File: config.mk
export PLATFORM = sky130hd
export DESIGN_NAME = lcd_text_driver
export DESIGN_NICKNAME = d
export VERILOG_FILES = /design/src/rtl/lcd_pkg.sv /design/src/rtl/lcd_byte_writer.sv /design/src/rtl/lcd_text_driver.sv
export SDC_FILE = /design/constraint.sdc
export NUM_CORES = 1
export LEC_CHECK = 0
export ABC_AREA = 0
export BUFFER_PORTS_ARGS = -buffer_cell sky130_fd_sc_hd__clkbuf_2
export CORE_ASPECT_RATIO = 0.75
export CORE_UTILIZATION = 50
export DETAILED_ROUTE_END_ITERATION = 7
export GPL_TIMING_DRIVEN = 1
export PLACE_DENSITY_LB_ADDON = 0.05
export SLEW_MARGIN = 10
export SYNTH_ARGS = -nofsm -noshare
export SYNTH_HDL_FRONTEND = slang
export SYNTH_SLANG_ARGS = --single-unit
File: constraint.sdc
create_clock -name clk_50MHz -period 4.6 [get_ports clk_50MHz]
set_clock_uncertainty 0.1 [all_clocks]
set_input_delay 0.92 -clock clk_50MHz [delete_from_list [all_inputs] [get_ports clk_50MHz]]
set_output_delay 0.92 -clock clk_50MHz [all_outputs]
set_load 0.02 [all_outputs]
File: src/rtl/lcd_pkg.sv
// Shared types and HD44780 command constants for the character LCD driver.
package lcd_pkg;

  typedef enum logic [2:0] {
    S_POWERUP,
    S_INIT_NIB,
    S_INIT_CMD,
    S_FRAME,
    S_IDLE
  } lcd_state_t;

  typedef enum logic [2:0] {
    W_IDLE,
    W_SETUP,
    W_EHI,
    W_HOLD,
    W_GAP,
    W_WAIT
  } wr_state_t;

  localparam logic [7:0] LCD_FUNC_4BIT = 8'h28;
  localparam logic [7:0] LCD_DISP_ON   = 8'h0C;
  localparam logic [7:0] LCD_ENTRY_INC = 8'h06;
  localparam logic [7:0] LCD_CLEAR     = 8'h01;
  localparam logic [7:0] LCD_ADDR_ROW0 = 8'h80;
  localparam logic [7:0] LCD_ADDR_ROW1 = 8'hC0;

  // Counters only ever reach (cycles - 1), so $clog2 of the largest delay suffices.
  function automatic int wait_cnt_width(input int a, input int b, input int c,
                                        input int d, input int e, input int f);
    int m;
    m = a;
    if (b > m) m = b;
    if (c > m) m = c;
    if (d > m) m = d;
    if (e > m) m = e;
    if (f > m) m = f;
    return (m < 2) ? 1 : $clog2(m);
  endfunction

  function automatic logic [7:0] init_cmd(input logic [1:0] idx);
    case (idx)
      2'd0:    return LCD_FUNC_4BIT;
      2'd1:    return LCD_DISP_ON;
      2'd2:    return LCD_ENTRY_INC;
      default: return LCD_CLEAR;
    endcase
  endfunction

endpackage

File: src/rtl/lcd_byte_writer.sv
// Emits one nibble or one full byte on the 4-bit LCD bus with SETUP/EHI/HOLD
// framing, then holds off for the post-write settle time before pulsing done.
module lcd_byte_writer
  import lcd_pkg::*;
#(
  parameter int POWERUP_CYC       = 750_000,
  parameter int INIT_NIB_WAIT_CYC = 205_000,
  parameter int E_PULSE_CYC       = 12,
  parameter int NIBBLE_GAP_CYC    = 50,
  parameter int CMD_WAIT_CYC      = 2_000,
  parameter int CLEAR_WAIT_CYC    = 82_000
) (
  input  logic       clk_50MHz,
  input  logic       reset_n,
  input  logic       start,
  input  logic [7:0] data_byte,
  input  logic       rs,
  input  logic       nibble_only,
  output logic       busy,
  output logic       done,
  output logic       lcd_e,
  output logic       lcd_rs,
  output logic [3:0] lcd_d
);

  localparam int CW = wait_cnt_width(POWERUP_CYC, INIT_NIB_WAIT_CYC, E_PULSE_CYC,
                                     NIBBLE_GAP_CYC, CMD_WAIT_CYC, CLEAR_WAIT_CYC);

  wr_state_t     state_reg;
  logic [CW-1:0] cnt_reg;
  logic [CW-1:0] wait_last_reg;
  logic [3:0]    low_nib_reg;
  logic          second_reg;
  logic          nib_only_reg;

  assign busy = (state_reg != W_IDLE);

  always_ff @(posedge clk_50MHz) begin
    if (!reset_n) begin
      state_reg     <= W_IDLE;
      cnt_reg       <= '0;
      wait_last_reg <= '0;
      low_nib_reg   <= '0;
      second_reg    <= 1'b0;
      nib_only_reg  <= 1'b0;
      done          <= 1'b0;
      lcd_e         <= 1'b0;
      lcd_rs        <= 1'b0;
      lcd_d         <= '0;
    end else begin
      done <= 1'b0;
      case (state_reg)
        W_IDLE: begin
          if (start) begin
            state_reg    <= W_SETUP;
            lcd_d        <= data_byte[7:4];
            lcd_rs       <= rs;
            low_nib_reg  <= data_byte[3:0];
            second_reg   <= 1'b0;
            nib_only_reg <= nibble_only;
            if (nibble_only)
              wait_last_reg <= CW'(INIT_NIB_WAIT_CYC - 1);
            else if (!rs && data_byte == LCD_CLEAR)
              wait_last_reg <= CW'(CLEAR_WAIT_CYC - 1);
            else
              wait_last_reg <= CW'(CMD_WAIT_CYC - 1);
          end
        end
        W_SETUP: begin
          state_reg <= W_EHI;
          lcd_e     <= 1'b1;
          cnt_reg   <= '0;
        end
        W_EHI: begin
          if (cnt_reg == CW'(E_PULSE_CYC - 1)) begin
            state_reg <= W_HOLD;
            lcd_e     <= 1'b0;
          end else begin
            cnt_reg <= cnt_reg + CW'(1);
          end
        end
        W_HOLD: begin
          cnt_reg   <= '0;
          state_reg <= (second_reg || nib_only_reg) ? W_WAIT : W_GAP;
        end
        W_GAP: begin
          // D only ever changes on entry to SETUP, never during the gap itself.
          if (cnt_reg == CW'(NIBBLE_GAP_CYC - 1)) begin
            state_reg  <= W_SETUP;
            lcd_d      <= low_nib_reg;
            second_reg <= 1'b1;
          end else begin
            cnt_reg <= cnt_reg + CW'(1);
          end
        end
        W_WAIT: begin
          if (cnt_reg == wait_last_reg) begin
            state_reg <= W_IDLE;
            done      <= 1'b1;
          end else begin
            cnt_reg <= cnt_reg + CW'(1);
          end
        end
        default: state_reg <= W_IDLE;
      endcase
    end
  end

endmodule

File: src/rtl/lcd_text_driver.sv
// Initialises a 2x16 HD44780 LCD in 4-bit mode and refreshes both rows from a
// per-frame snapshot. Define LCD_DIRTY_SKIP_EN to skip frames whose text is unchanged.
module lcd_text_driver
  import lcd_pkg::*;
#(
  parameter int POWERUP_CYC       = 750_000,
  parameter int INIT_NIB_WAIT_CYC = 205_000,
  parameter int E_PULSE_CYC       = 12,
  parameter int NIBBLE_GAP_CYC    = 50,
  parameter int CMD_WAIT_CYC      = 2_000,
  parameter int CLEAR_WAIT_CYC    = 82_000
) (
  input  logic         clk_50MHz,
  input  logic         reset_n,
  input  logic [127:0] row_A,
  input  logic [127:0] row_B,
  output logic         LCD_E,
  output logic         LCD_RS,
  output logic         LCD_RW,
  output logic [3:0]   LCD_D,
  output logic         frame_done
);

  localparam int CW = wait_cnt_width(POWERUP_CYC, INIT_NIB_WAIT_CYC, E_PULSE_CYC,
                                     NIBBLE_GAP_CYC, CMD_WAIT_CYC, CLEAR_WAIT_CYC);

  lcd_state_t    state_reg;
  logic [CW-1:0] pwr_cnt_reg;
  logic [1:0]    step_reg;
  logic [3:0]    col_reg;
  logic          row_sel_reg;
  logic          data_phase_reg;
  logic          snapped_reg;
  logic          pending_reg;
  logic [127:0]  snap_a_reg;
  logic [127:0]  snap_b_reg;
  logic          wr_start_reg;
  logic [7:0]    wr_byte_reg;
  logic          wr_rs_reg;
  logic          wr_nib_only_reg;
  logic          wr_busy;
  logic          wr_done;
  logic [7:0]    frame_byte;
  logic          frame_rs;
`ifdef LCD_DIRTY_SKIP_EN
  logic          frame_sent_reg;
`endif

  assign LCD_RW = 1'b0;

  // Column 0 sits in the top byte, so the slice base is (15 - col) * 8.
  always_comb begin
    frame_rs = data_phase_reg;
    if (!data_phase_reg)
      frame_byte = row_sel_reg ? LCD_ADDR_ROW1 : LCD_ADDR_ROW0;
    else if (row_sel_reg)
      frame_byte = snap_b_reg[{~col_reg, 3'b000} +: 8];
    else
      frame_byte = snap_a_reg[{~col_reg, 3'b000} +: 8];
  end

  always_ff @(posedge clk_50MHz) begin
    if (!reset_n) begin
      state_reg       <= S_POWERUP;
      pwr_cnt_reg     <= '0;
      step_reg        <= '0;
      col_reg         <= '0;
      row_sel_reg     <= 1'b0;
      data_phase_reg  <= 1'b0;
      snapped_reg     <= 1'b0;
      pending_reg     <= 1'b0;
      snap_a_reg      <= '0;
      snap_b_reg      <= '0;
      wr_start_reg    <= 1'b0;
      wr_byte_reg     <= '0;
      wr_rs_reg       <= 1'b0;
      wr_nib_only_reg <= 1'b0;
      frame_done      <= 1'b0;
`ifdef LCD_DIRTY_SKIP_EN
      frame_sent_reg  <= 1'b0;
`endif
    end else begin
      wr_start_reg <= 1'b0;
      frame_done   <= 1'b0;
      case (state_reg)
        S_POWERUP: begin
          if (pwr_cnt_reg == CW'(POWERUP_CYC - 1)) begin
            state_reg   <= S_INIT_NIB;
            pwr_cnt_reg <= '0;
          end else begin
            pwr_cnt_reg <= pwr_cnt_reg + CW'(1);
          end
        end
        S_INIT_NIB: begin
          if (!pending_reg && !wr_busy) begin
            wr_start_reg    <= 1'b1;
            wr_byte_reg     <= (step_reg == 2'd3) ? 8'h20 : 8'h30;
            wr_rs_reg       <= 1'b0;
            wr_nib_only_reg <= 1'b1;
            pending_reg     <= 1'b1;
          end else if (wr_done) begin
            pending_reg <= 1'b0;
            step_reg    <= step_reg + 2'd1;
            if (step_reg == 2'd3) state_reg <= S_INIT_CMD;
          end
        end
        S_INIT_CMD: begin
          if (!pending_reg && !wr_busy) begin
            wr_start_reg    <= 1'b1;
            wr_byte_reg     <= init_cmd(step_reg);
            wr_rs_reg       <= 1'b0;
            wr_nib_only_reg <= 1'b0;
            pending_reg     <= 1'b1;
          end else if (wr_done) begin
            pending_reg <= 1'b0;
            step_reg    <= step_reg + 2'd1;
            if (step_reg == 2'd3) state_reg <= S_FRAME;
          end
        end
        S_FRAME: begin
          if (!snapped_reg) begin
`ifdef LCD_DIRTY_SKIP_EN
            if (frame_sent_reg && row_A == snap_a_reg && row_B == snap_b_reg) begin
              state_reg <= S_IDLE;
            end else begin
              snap_a_reg  <= row_A;
              snap_b_reg  <= row_B;
              snapped_reg <= 1'b1;
            end
`else
            snap_a_reg  <= row_A;
            snap_b_reg  <= row_B;
            snapped_reg <= 1'b1;
`endif
          end else if (!pending_reg && !wr_busy) begin
            wr_start_reg    <= 1'b1;
            wr_byte_reg     <= frame_byte;
            wr_rs_reg       <= frame_rs;
            wr_nib_only_reg <= 1'b0;
            pending_reg     <= 1'b1;
          end else if (wr_done) begin
            pending_reg <= 1'b0;
            if (!data_phase_reg) begin
              data_phase_reg <= 1'b1;
            end else begin
              col_reg <= col_reg + 4'd1;
              if (col_reg == 4'd15) begin
                data_phase_reg <= 1'b0;
                row_sel_reg    <= ~row_sel_reg;
                if (row_sel_reg) begin
                  frame_done  <= 1'b1;
                  snapped_reg <= 1'b0;
`ifdef LCD_DIRTY_SKIP_EN
                  frame_sent_reg <= 1'b1;
`endif
                end
              end
            end
          end
        end
        S_IDLE:  state_reg <= S_FRAME;
        default: state_reg <= S_POWERUP;
      endcase
    end
  end

  lcd_byte_writer #(
    .POWERUP_CYC      (POWERUP_CYC),
    .INIT_NIB_WAIT_CYC(INIT_NIB_WAIT_CYC),
    .E_PULSE_CYC      (E_PULSE_CYC),
    .NIBBLE_GAP_CYC   (NIBBLE_GAP_CYC),
    .CMD_WAIT_CYC     (CMD_WAIT_CYC),
    .CLEAR_WAIT_CYC   (CLEAR_WAIT_CYC)
  ) u_writer (
    .clk_50MHz  (clk_50MHz),
    .reset_n    (reset_n),
    .start      (wr_start_reg),
    .data_byte  (wr_byte_reg),
    .rs         (wr_rs_reg),
    .nibble_only(wr_nib_only_reg),
    .busy       (wr_busy),
    .done       (wr_done),
    .lcd_e      (LCD_E),
    .lcd_rs     (LCD_RS),
    .lcd_d      (LCD_D)
  );

endmodule

Word level (Yosys, flattened, before mapping)
Index checks and enable logic that the tools add are counted.
Storage, ports and cells
  output and inout port bits: 8
  flip-flop bits (word level): 357
  word-level logic and storage cells: 175
Operators by class
  bitwise logic cells: 9
  shifts and indexed selects: 2
  equality and inequality tests: 37
  muxes and demuxes: 64
  $add $sub $neg: 4
  reductions and logical operators: 34
Operators with widths (number)
  128-bit by 8-bit variable part select with 8-bit output: 2
  20-bit 2-to-1 mux: 5
  20-bit one-hot mux with 4 select lines: 1
  8-bit 2-to-1 mux: 6
  20-bit by 1-bit adder with 20-bit output, second input constant: 2
  3-bit 2-to-1 mux: 11
  2-bit != test, second input constant: 13
  1-bit 2-to-1 mux: 25
  8-bit one-hot mux with 3 select lines: 1
  20-bit equality test: 1
  20-bit equality test, second input constant: 1
  20-bit by 4-bit equality test with 1-bit output, second input constant: 1
  20-bit by 6-bit equality test with 1-bit output, second input constant: 1
  3-bit one-hot mux with 6 select lines: 1
  6-bit one-hot mux with 3 select lines: 1
  17-bit 2-to-1 mux: 1
  4-bit AND reduction: 4
  3-bit one-hot mux with 5 select lines: 1
  3-bit by 2-bit equality test with 1-bit output, second input constant: 4
  2-bit by 1-bit != test with 1-bit output, second input constant: 6
  1-bit one-hot mux with 2 select lines: 5
  2-bit AND reduction: 5
  5-bit AND reduction: 2
  3-bit equality test, second input constant: 3
  other kinds (27): 47

Logic depth before layout (Yosys ltp)
Gate-level depths: netlist of the first run.
  depth after elaboration: 7
  depth in mapped cells: 9
  gate-level depth less buffers: 8

Hierarchy
A second synthesis of the first run with hierarchy kept.
Unflattened totals
  cells, all modules: 1825
  area total of the unflattened synthesis: 15456.1 um^2
Modules (own cells, without submodules)
  lcd_text_driver: cells an instance 1550, sequential area each 6005.8 um^2, area an instance 13210.2 um^2, times used 1
  lcd_byte_writer: cells an instance 275, sequential area each 840.8 um^2, area an instance 2245.9 um^2, times used 1

Worst setup path before layout of the first run
No wires, ideal clock.
  kind: flip-flop to flip-flop
  start: register u_writer.cnt_reg[9]
  end: register u_writer.cnt_reg[2]
  path buffers: 1
  period minus slack after synthesis: 2.533 ns
  arrival time: 2.310 ns
  path slack: 2.067 ns
  stages on the path, launching flop included: 8
  required time: 4.377 ns
  cell sequence: dfxtp_1 buf_6 or4_4 a2111oi_4 nand4_4 a221o_1 o21ai_2 mux2_1
On the way
  longest elaborated chain between the ends: 3
RTL lines
  start: declaration: RTL line lcd_byte_writer.sv:30  | logic [CW-1:0] cnt_reg;
  start signal: assignment: RTL line lcd_byte_writer.sv:79  | cnt_reg <= cnt_reg + CW'(1);
  start signal: assignment: RTL line lcd_byte_writer.sv:93  | cnt_reg <= cnt_reg + CW'(1);
  start signal: assignment: RTL line lcd_byte_writer.sv:101  | cnt_reg <= cnt_reg + CW'(1);
  20-bit equality test, or another cell as far along: RTL line lcd_byte_writer.sv:97  | if (cnt_reg == wait_last_reg) begin
  2-bit != test (no source line)
  4-bit AND reduction (no source line) (*)
Mark *: on every way between the ends. The rest lies on a longest branch, timed or not.
A chain may end at the register's enable or synchronous reset.

Worst setup path after layout of the first run
  start: register u_writer.state_reg[2]
  end: register u_writer.cnt_reg[11]
On the way
  longest elaborated chain between the ends: 4
RTL lines
  start: declaration: RTL line lcd_byte_writer.sv:29  | wr_state_t state_reg;
  start signal: assignment: RTL line lcd_byte_writer.sv:84  | state_reg <= (second_reg || nib_only_reg) ? W_WAIT : W_GAP;
  3-bit by 1-bit equality test with 1-bit output or 3-bit by 2-bit equality test with 1-bit output (tied branches): RTL line lcd_byte_writer.sv:52  | case (state_reg)
  2-bit OR reduction (no source line)
  4-bit nonzero test (no source line)
  4-bit AND reduction (no source line)
Several ways; a longest one is shown, not always the timed one.

==> results.cfg, run 1 <==
[timing]
clock.fmax_ghz = 0.349
finalSetupTns_ns = 0
rsz0062_at_grt = no
setup_viol = 0
slew_violations = 0
period_needed_ns = 2.87
max_slew_margin_pct = 23.2
worst_pin_slew_ns = 1.15
hold_violations = 0
fin_crit_sh_pct = 62.4

[worst_setup_path]
worst_setup_path_start_kind = register
crit_chain = nand2b_1, a2111oi_1, and2_1, o2111ai_1, xnor2_1, nor2b_1
ff2ff_path_depth = 6
worstSetupPathType = register to register
crit_fanout = 21
worstPathArrival_ns = 3.16
rrSetupSlack_ns = 1.73
worst_r2r_endpoint = u_writer.cnt_reg[11]$_SDFFE_PN0P_
slowest_stage = a2111oi_1
timing.rr.start = u_writer.state_reg[2]$_SDFFE_PN0P_
crit_required_ns = 4.89
cp_slowest_stage_delay_ns = 1.01
cp-end-kind = register

[die]
rows = 54
dieArea_um2 = 30400
die_height_um = 151
coreArea_um2 = 29200
die_w_um = 201
start_util_pct = 50.9
pin_count = 266

[clocking]
worstSkewPairLatency_ns = 0.53
postCtsSetupRepairBufs = 0
cts-resized-gates = 0
ctsHoldBuffers = 0
numCtsBuffers = 36
clockBufferDepth = 3
cts-root-buf = clkbuf_16
clkSinkCount = 342
cts_tree = yes
h-tree-depth = 2
cts.reportedPaths.clkPinSlew_ns = 0.06

[detailed_routing]
drc = 0
vias = 12800
first_pass_iters = 6
ant_nets = 0
wl_um = 41200
routed_via_density = 5.47
drt-initial-drc-count = 1085
routedWlPerCell_um = 17.6

[cells_and_area]
nFillCells = 2718
multi_input_area_um2 = 7450
drive_gt1_share_pct = 21.4
design_area_um2 = 17400
nNetsFinal = 2190
syn_to_final_growth_pct = 17.2
n_antenna_cell = 0
ff_latch_area_um2 = 6860

[synthesis]
syn_area_um2 = 14900
ys_top_cells_by_count = nand2_1, dfxtp_1, a21oi_1, clkbuf_1, nor2_1
async_reset_ff_share_pct = 0
ys_seq_area_share_pct = 46.1
synth_warnings = 0
synth_area_leader_cell = dfxtp_1
syn_nets = 2012
synth_flop_cell = dfxtp_1
yosysMostFrequentCell = nand2_1
ys_seq_elements = 342
synth-edff-count = 0
ys_types = 62
synth_top_area_share_pct = 46.1
synth_area_leaders = dfxtp_1, nand2_1, mux4_2
syn_avg_cell_area_um2 = 8.54
synthCells = 1741

[status]
status = completed

[place]
place_congestion = 0.868
hpwl_um = 28400
port_buffers = 264
place_area_um2 = 16300

[power]
p_leak_nw = 6.25
p_per_area_nw_per_um2 = 355
vdd_ir_drop_max_uv = 215

[grt]
gr-usage-met2_pct = 40.4
grt_start_max_net_pins = 222
use_met3_pct = 4.52
grt_pass1_vias = 11800
gr-usage-met1_pct = 40.1
grt_pass1_wl_um = 63900
track_usage_pct = 26.8
antenna_found_initial = 0
grt-ovfl-total = 0
grt_busiest_layer = met2

[min_path]
holdCritStartpoint = snap_b_reg[85]$_SDFFE_PN0P_
holdPathEnd = snap_b_reg[85]$_SDFFE_PN0P_
min_path_cells = 2
hold_path_class = register to register

[job]
cap_violations = 0
[routing by layer]
metal,vias to the layer above,part of all wire [%]
met3,49,7.2
met4,0,1.6
met2,422,43
li1,6292,-
met5,-,0
met1,6007,48
[kinds of logic after synthesis]
group | count (synthesis) | share of synthesized area [%]
AO/OA/AOI/OAI | 355 | 13.0
XOR/XNOR | 42 | 2.47
adder cells (fa/ha/maj) | 13 | 1.09
buffers and inverters | 146 | 3.92
flip-flops | 342 | 46.1
multiplexers | 89 | 12.3
other | 1 | 0.0252
AND/OR/NAND/NOR | 753 | 21.1
[cell type report]
type                       instances  area share, %
tap                              392           2.81
inverter                          13          0.323
clock buffer                      54           6.20
clock inverter                     8          0.251
multi-input combinational       1253           42.8
timing repair buffer             273           8.33
sequential                       342           39.3
[cell usage in the layout, fill, tap and decap left out, types with 3 or more instances in the layout]
cell / count
xnor2_1: 14
mux4_2: 75
mux2i_1: 11
clkbuf_1: 8
nor2_1: 77
buf_4: 4
nand4_1: 12
buf_12: 5
or4_1: 3
dfxtp_1: 339
o22ai_1: 4
and4_1: 10
clkinv_2: 7
nor2b_1: 8
a211oi_1: 5
nand3_1: 22
a22oi_1: 4
nand2b_1: 4
o21a_1: 3
ha_1: 13
nand2_1: 561
clkbuf_2: 264
and2_1: 7
nor4_1: 4
or3_1: 4
o21ai_0: 26
and3_1: 10
a21oi_1: 285
nor3_1: 17
clkbuf_16: 37
clkbuf_8: 9
inv_1: 12
a221oi_1: 5
xor2_1: 28
[worst max-delay path: cells and delay by family, from the launching register on]
family                    cells  cell delay, ns
DFF                           1            0.73
AOI/OAI and AO/OA             2            1.14
and+or+nand+nor               3            0.60
xor gates and xnor gates      1            0.15
[through the flow]
| stage | total power, mW | hold slack (ns) | instances | util [%] | worst slack, ns |
|---|---|---|---|---|---|
| after global routing | 6.39 | 0.364 | 2335 | 59.7 | 1.55 |
| after global placement | 3.46 | 0.339 | 2273 | 55.9 | 1.86 |
| after detailed placement | 3.46 | 0.343 | 2273 | 55.9 | 1.77 |
| after floorplan | 3.27 | 0.333 | 1741 | - | 2.07 |
| after CTS | 6.22 | 0.351 | 2335 | 59.7 | 1.76 |
| final | 6.18 | 0.351 | 2335 | 59.7 | 1.73 |
[report_power, final]
| part | leakage, nW | total, mW | switching [mW] | internal [mW] |
|---|---|---|---|---|
| Clock | 0.562 | 2.79 | 1.17 | 1.62 |
| Combinational | 2.93 | 0.374 | 0.214 | 0.160 |
| Sequential | 2.76 | 3.02 | 0.0306 | 2.99 |
| Total | 6.25 | 6.18 | 1.42 | 4.77 |
[how the worst max path moves through the flow]
stage                     cells after the start                               start                                end  slack [ns]
after floorplan                               7    u_writer.cnt_reg[9]$_SDFFE_PN0P_   u_writer.cnt_reg[2]$_SDFFE_PN0P_        2.07
after global placement                        5             col_reg[0]$_SDFFE_PN0P_        wr_byte_reg[0]$_SDFFE_PN0P_        1.86
after detailed placement                      5             col_reg[0]$_SDFFE_PN0P_        wr_byte_reg[2]$_SDFFE_PN0P_        1.77
after CTS                                     5             col_reg[0]$_SDFFE_PN0P_        wr_byte_reg[2]$_SDFFE_PN0P_        1.76
after global routing                          6  u_writer.state_reg[2]$_SDFFE_PN0P_  u_writer.cnt_reg[11]$_SDFFE_PN0P_        1.55
final                                         6  u_writer.state_reg[2]$_SDFFE_PN0P_  u_writer.cnt_reg[11]$_SDFFE_PN0P_        1.73
Power figures use the tool's default switching activity.
==> inputs of run 2 (changes only) <==
==> constraint.sdc (replaced) <==
create_clock -name clk_50MHz -period 2.8 [get_ports clk_50MHz]
set_clock_uncertainty 0.1 [all_clocks]
set_input_delay 0.56 -clock clk_50MHz [delete_from_list [all_inputs] [get_ports clk_50MHz]]
set_output_delay 0.56 -clock clk_50MHz [all_outputs]
set_load 0.02 [all_outputs]
==> run 2 against run 1 <==
Compared with the run above: total power up 69%; worst setup slack worse by 1.6 ns; clock power up 73%; largest cell class unchanged; first-iteration DRC count down 12%; non-clock buffer count up 23; core utilization up 0.99 points.
==> results.cfg, run 2 (same netlist as run 1, synthesis figures left out) <==
[cells_and_area]
nFillCells = 2662
ff_latch_area_um2 = 6860
drive_gt1_share_pct = 22.3
multi_input_area_um2 = 7450
final_cells = 2356
final_common_cell = nand2_1
syn_to_final_growth_pct = 19.2
mostFrequentLayoutCells = nand2_1, dfxtp_1, a21oi_1, clkbuf_2, nor2_1
n_antenna_cell = 0
nNetsFinal = 2213

[timing]
rsz0062_at_grt = no
setup_viol = 0
slew_violations = 0
clock.fmax_ghz = 0.379
worst_pin_slew_ns = 0.605
fin_crit_sh_pct = 94.3
fin_ws_ns = 0.160
fin_hold_ws_ns = 0.159
hold_violations = 0
period_needed_ns = 2.64
finalSetupTns_ns = 0
max_slew_margin_pct = 59.6

[worst_setup_path]
cp-end-kind = register
worst_r2r_endpoint = u_writer.lcd_d[3]$_SDFFE_PN0P_
timing.rr.start = u_writer.cnt_reg[15]$_SDFFE_PN0P_
ff2ff_path_depth = 7
worst_setup_path_start_kind = register
worstSetupPathType = register to register
worstPathArrival_ns = 2.94
crit_fanout = 8
rrSetupSlack_ns = 0.16
crit_required_ns = 3.10

[detailed_routing]
routedWlPerCell_um = 17.9
drt-initial-drc-count = 959
routed_via_density = 5.47
ant_nets = 0
vias = 12900
drc = 0
wl_um = 42100
first_pass_iters = 5

[power]
vdd_ir_drop_max_uv = 353
p_total_mw = 10.5
p_leak_nw = 6.41
p_per_area_nw_per_um2 = 590

[place]
dp.cells = 2296
place_congestion = 0.866
port_buffers = 264
dpl_worst_slack_ns = 0.182
hpwl_um = 29800

[die]
start_util_pct = 50.9
coreArea_um2 = 29200
dieArea_um2 = 30400
die_w_um = 201
rows = 54
die_height_um = 151
pin_count = 266

[clocking]
cts-resized-gates = 0
numCtsBuffers = 36
ctsHoldBuffers = 0
clkSinkCount = 342
cts_tree = yes
postCtsSetupRepairBufs = 0
cts.reportedPaths.clkPinSlew_ns = 0.06
clockBufferDepth = 3
h-tree-depth = 2
worstSkewPairLatency_ns = 0.53
cts-root-buf = clkbuf_16

[grt]
grt_start_max_net_pins = 131
grt_pass1_vias = 12200
track_usage_pct = 27.7
antenna_found_initial = 0
grt_pass1_wl_um = 66200
grt-ovfl-total = 0

[status]
status = completed

[job]
cap_violations = 0

[min_path]
holdCritStartpoint = row_B[101]
hold_path_class = primary input to register
holdPathEnd = snap_b_reg[101]$_SDFFE_PN0P_
min_path_cells = 3
[run 2: final cells by class]
class	count	share of cell area (%)
multi-input combinational	1253	42.1
sequential	342	38.7
timing repair buffer	296	9.59
clock buffer	49	5.71
tap	392	2.77
clock inverter	11	0.876
inverter	13	0.318
[run 2: per-layer routing]
metal  vias to the layer above  track usage [%]  share of wire, %
li1                       6324                -                 -
met1                      6064             41.0                48
met2                       450             41.5                43
met3                        59             5.27               7.5
met4                         0             6.53               1.9
met5                         -                0                 0
[run 2: power breakdown]
group	internal [mW]	switching, mW	leakage (nW)
Combinational	0.287	0.359	3.08
Sequential	4.91	0.0557	2.76
Clock	2.89	1.95	0.578
Total	8.09	2.37	6.41
[run 2: through the flow]
stage	area, um^2	util, %
floorplan	14900	-
global placement	16600	56.7
detailed placement	16600	56.7
CTS	17700	60.7
global route	17700	60.7
finish	17700	60.7
[run 2: worst max-delay path: stages, from the launching register on]
cell and delay [ns]:
dfxtp_1 0.34, or4_1 0.55, nor3_1 0.43, nand4_1 0.19
buf_4 0.18, a221o_1 0.38, a221oi_1 0.28, nor3_1 0.08
[run 2: worst max path at each step]
stage	startpoint	endpoint	slack [ns]	cells after the start
after CTS	u_writer.cnt_reg[15]$_SDFFE_PN0P_	u_writer.lcd_d[0]$_SDFFE_PN0P_	0.18	7
after global routing	u_writer.cnt_reg[15]$_SDFFE_PN0P_	u_writer.lcd_d[0]$_SDFFE_PN0P_	0.01	7
after floorplan	u_writer.cnt_reg[9]$_SDFFE_PN0P_	u_writer.cnt_reg[2]$_SDFFE_PN0P_	0.27	7
after detailed placement	u_writer.cnt_reg[15]$_SDFFE_PN0P_	u_writer.lcd_d[0]$_SDFFE_PN0P_	0.18	7
after global placement	u_writer.cnt_reg[15]$_SDFFE_PN0P_	u_writer.lcd_d[0]$_SDFFE_PN0P_	0.25	7
final	u_writer.cnt_reg[15]$_SDFFE_PN0P_	u_writer.lcd_d[3]$_SDFFE_PN0P_	0.16	7
==> inputs of run 3 (changes only) <==
==> constraint.sdc (replaced) <==
create_clock -name clk_50MHz -period 3.3 [get_ports clk_50MHz]
set_clock_uncertainty 0.1 [all_clocks]
set_input_delay 0.66 -clock clk_50MHz [delete_from_list [all_inputs] [get_ports clk_50MHz]]
set_output_delay 0.66 -clock clk_50MHz [all_outputs]
set_load 0.02 [all_outputs]
==> run 3 against run 2 <==
Compared with the run above: count of clock-buffer cells in the layout is 1 higher; die area stayed put; clock power is 20% lower; sequential power is 15% lower; final area is 1.1% lower; total power is 17% lower; hold slack better by 0.093 ns; global-route usage is 0.26 points lower.
==> results.cfg, run 3 (same netlist as run 1, synthesis figures left out) <==
[status]
status = completed

[clocking]
clkSinkCount = 342
cts-root-buf = clkbuf_16
cts_tree = yes
cts-resized-gates = 0
cts.reportedPaths.clkPinSlew_ns = 0.06
clockBufferDepth = 3
worstSkewPairLatency_ns = 0.52
postCtsSetupRepairBufs = 0
numCtsBuffers = 35
h-tree-depth = 2
ctsHoldBuffers = 0

[die]
rows = 54
pin_count = 266
die_height_um = 151
die_w_um = 201
dieArea_um2 = 30400
coreArea_um2 = 29200
start_util_pct = 50.9

[place]
place_congestion = 0.847
hpwl_um = 29800
place_area_um2 = 16400
dpl_worst_slack_ns = 0.623
port_buffers = 264

[timing]
fin_ws_ns = 0.560
slew_violations = 0
rsz0062_at_grt = no
fin_crit_sh_pct = 83.0
finalSetupTns_ns = 0
clock.fmax_ghz = 0.365
max_slew_margin_pct = 27.7
period_needed_ns = 2.74
hold_violations = 0
worst_pin_slew_ns = 1.08
setup_viol = 0

[worst_setup_path]
worstPathArrival_ns = 3.04
worst_setup_path_start_kind = register
crit_required_ns = 3.60
timing.rr.start = u_writer.cnt_reg[15]$_SDFFE_PN0P_
crit_fanout = 5
startpoint = u_writer.cnt_reg[15]$_SDFFE_PN0P_
worstSetupPathType = register to register
ff2ff_path_depth = 6
cp_slowest_stage_delay_ns = 0.54
rrSetupSlack_ns = 0.56
cp-end-kind = register
slowest_stage = or4_1
crit_chain = or4_1, nor3_1, nand4_1, a221o_1, o21ai_2, mux2_1
worst_r2r_endpoint = u_writer.cnt_reg[2]$_SDFFE_PN0P_

[cells_and_area]
n_antenna_cell = 0
nFillCells = 2656
multi_input_area_um2 = 7450
design_area_um2 = 17500
drive_gt1_share_pct = 21.8
syn_to_final_growth_pct = 17.9
ff_latch_area_um2 = 6860
mostFrequentLayoutCells = nand2_1, dfxtp_1, a21oi_1, clkbuf_2, nor2_1
nNetsFinal = 2201
final_common_cell = nand2_1

[power]
p_per_area_nw_per_um2 = 492
switching_power_mw = 1.98
pwr-share-clk_pct = 44.9
combPwrFrac_pct = 6.2
seqPwrFrac_pct = 48.9
p_int_mw = 6.64
switching_share_pct = 23.0
vdd_ir_drop_max_uv = 315
p_leak_nw = 6.31

[grt]
track_usage_pct = 27.4
grt_pass1_vias = 11900
antenna_found_initial = 1
grt-ovfl-total = 0
grt_pass1_wl_um = 65300
grt_start_max_net_pins = 158

[detailed_routing]
wl_um = 41900
ant_nets = 0
drt-initial-drc-count = 1031
drc = 0
vias = 12800
routedWlPerCell_um = 17.9
first_pass_iters = 5
routed_via_density = 5.47

[job]
cap_violations = 0

[min_path]
holdCritStartpoint = row_B[52]
holdPathEnd = snap_b_reg[52]$_SDFFE_PN0P_
hold_path_class = primary input to register
min_path_cells = 3
[run 3: cell count changes in the layout (fill, tap and decap cells not counted), sizes merged]
cell      previous run  this run
buf                 32        21
bufinv               4         1
clkbuf             313       314
clkinvlp             0         1
inv                 13        14
[run 3: stage by stage]
step / hold WS, ns / utilization, % / cells / total power, mW
after floorplan: 0.333 / - / 1741 / 4.56
after global placement: 0.338 / 56.3 / 2285 / 4.83
after detailed placement: 0.344 / 56.3 / 2285 / 4.83
after CTS: 0.239 / 60.0 / 2345 / 8.67
after global routing: 0.253 / 60.0 / 2345 / 8.92
final: 0.252 / 60.0 / 2345 / 8.63
[run 3: power by group through the flow]
stage	registers, mW	logic, mW	clock network (mW)
after floorplan	4.29	0.266	0
after global placement	4.30	0.526	0
after detailed placement	4.30	0.529	0
after CTS	4.21	0.532	3.93
after global routing	4.21	0.591	4.12
final	4.21	0.536	3.88
[run 3: worst max path at each step]
stage / end / slack, ns
2_1_floorplan: u_writer.cnt_reg[2]$_SDFFE_PN0P_ / 0.77
3_3_place_gp: u_writer.cnt_reg[2]$_SDFFE_PN0P_ / 0.69
3_5_place_dp: u_writer.cnt_reg[2]$_SDFFE_PN0P_ / 0.62
4_1_cts: u_writer.cnt_reg[2]$_SDFFE_PN0P_ / 0.62
5_1_grt: u_writer.cnt_reg[2]$_SDFFE_PN0P_ / 0.36
6_report: u_writer.cnt_reg[2]$_SDFFE_PN0P_ / 0.56
[run 3: area by class of cell]
class                           count  area share [%]
Clock buffer                       50            5.85
Clock inverter                     10           0.464
Tap cell                          392            2.80
Inverter                           13           0.321
Sequential cell                   342            39.1
Multi-Input combinational cell   1253            42.5
Timing Repair Buffer              285            8.94
[run 3: metal layers]
layer	part of all wire [%]	GRT usage (%)	vias up
met2	44	42.2	414
met3	6.5	4.45	43
li1	-	-	6310
met5	0.031	0	-
met1	48	40.3	6069
met4	1.3	6.41	2
[run 3: worst max-delay path, delay by kind of cell, from the launching register on]
family	cells	cell delay, ns
and+or+nand+nor	3	1.28
muxes	1	0.33
AOI/OAI and AO/OA	2	0.58
DFF	1	0.34
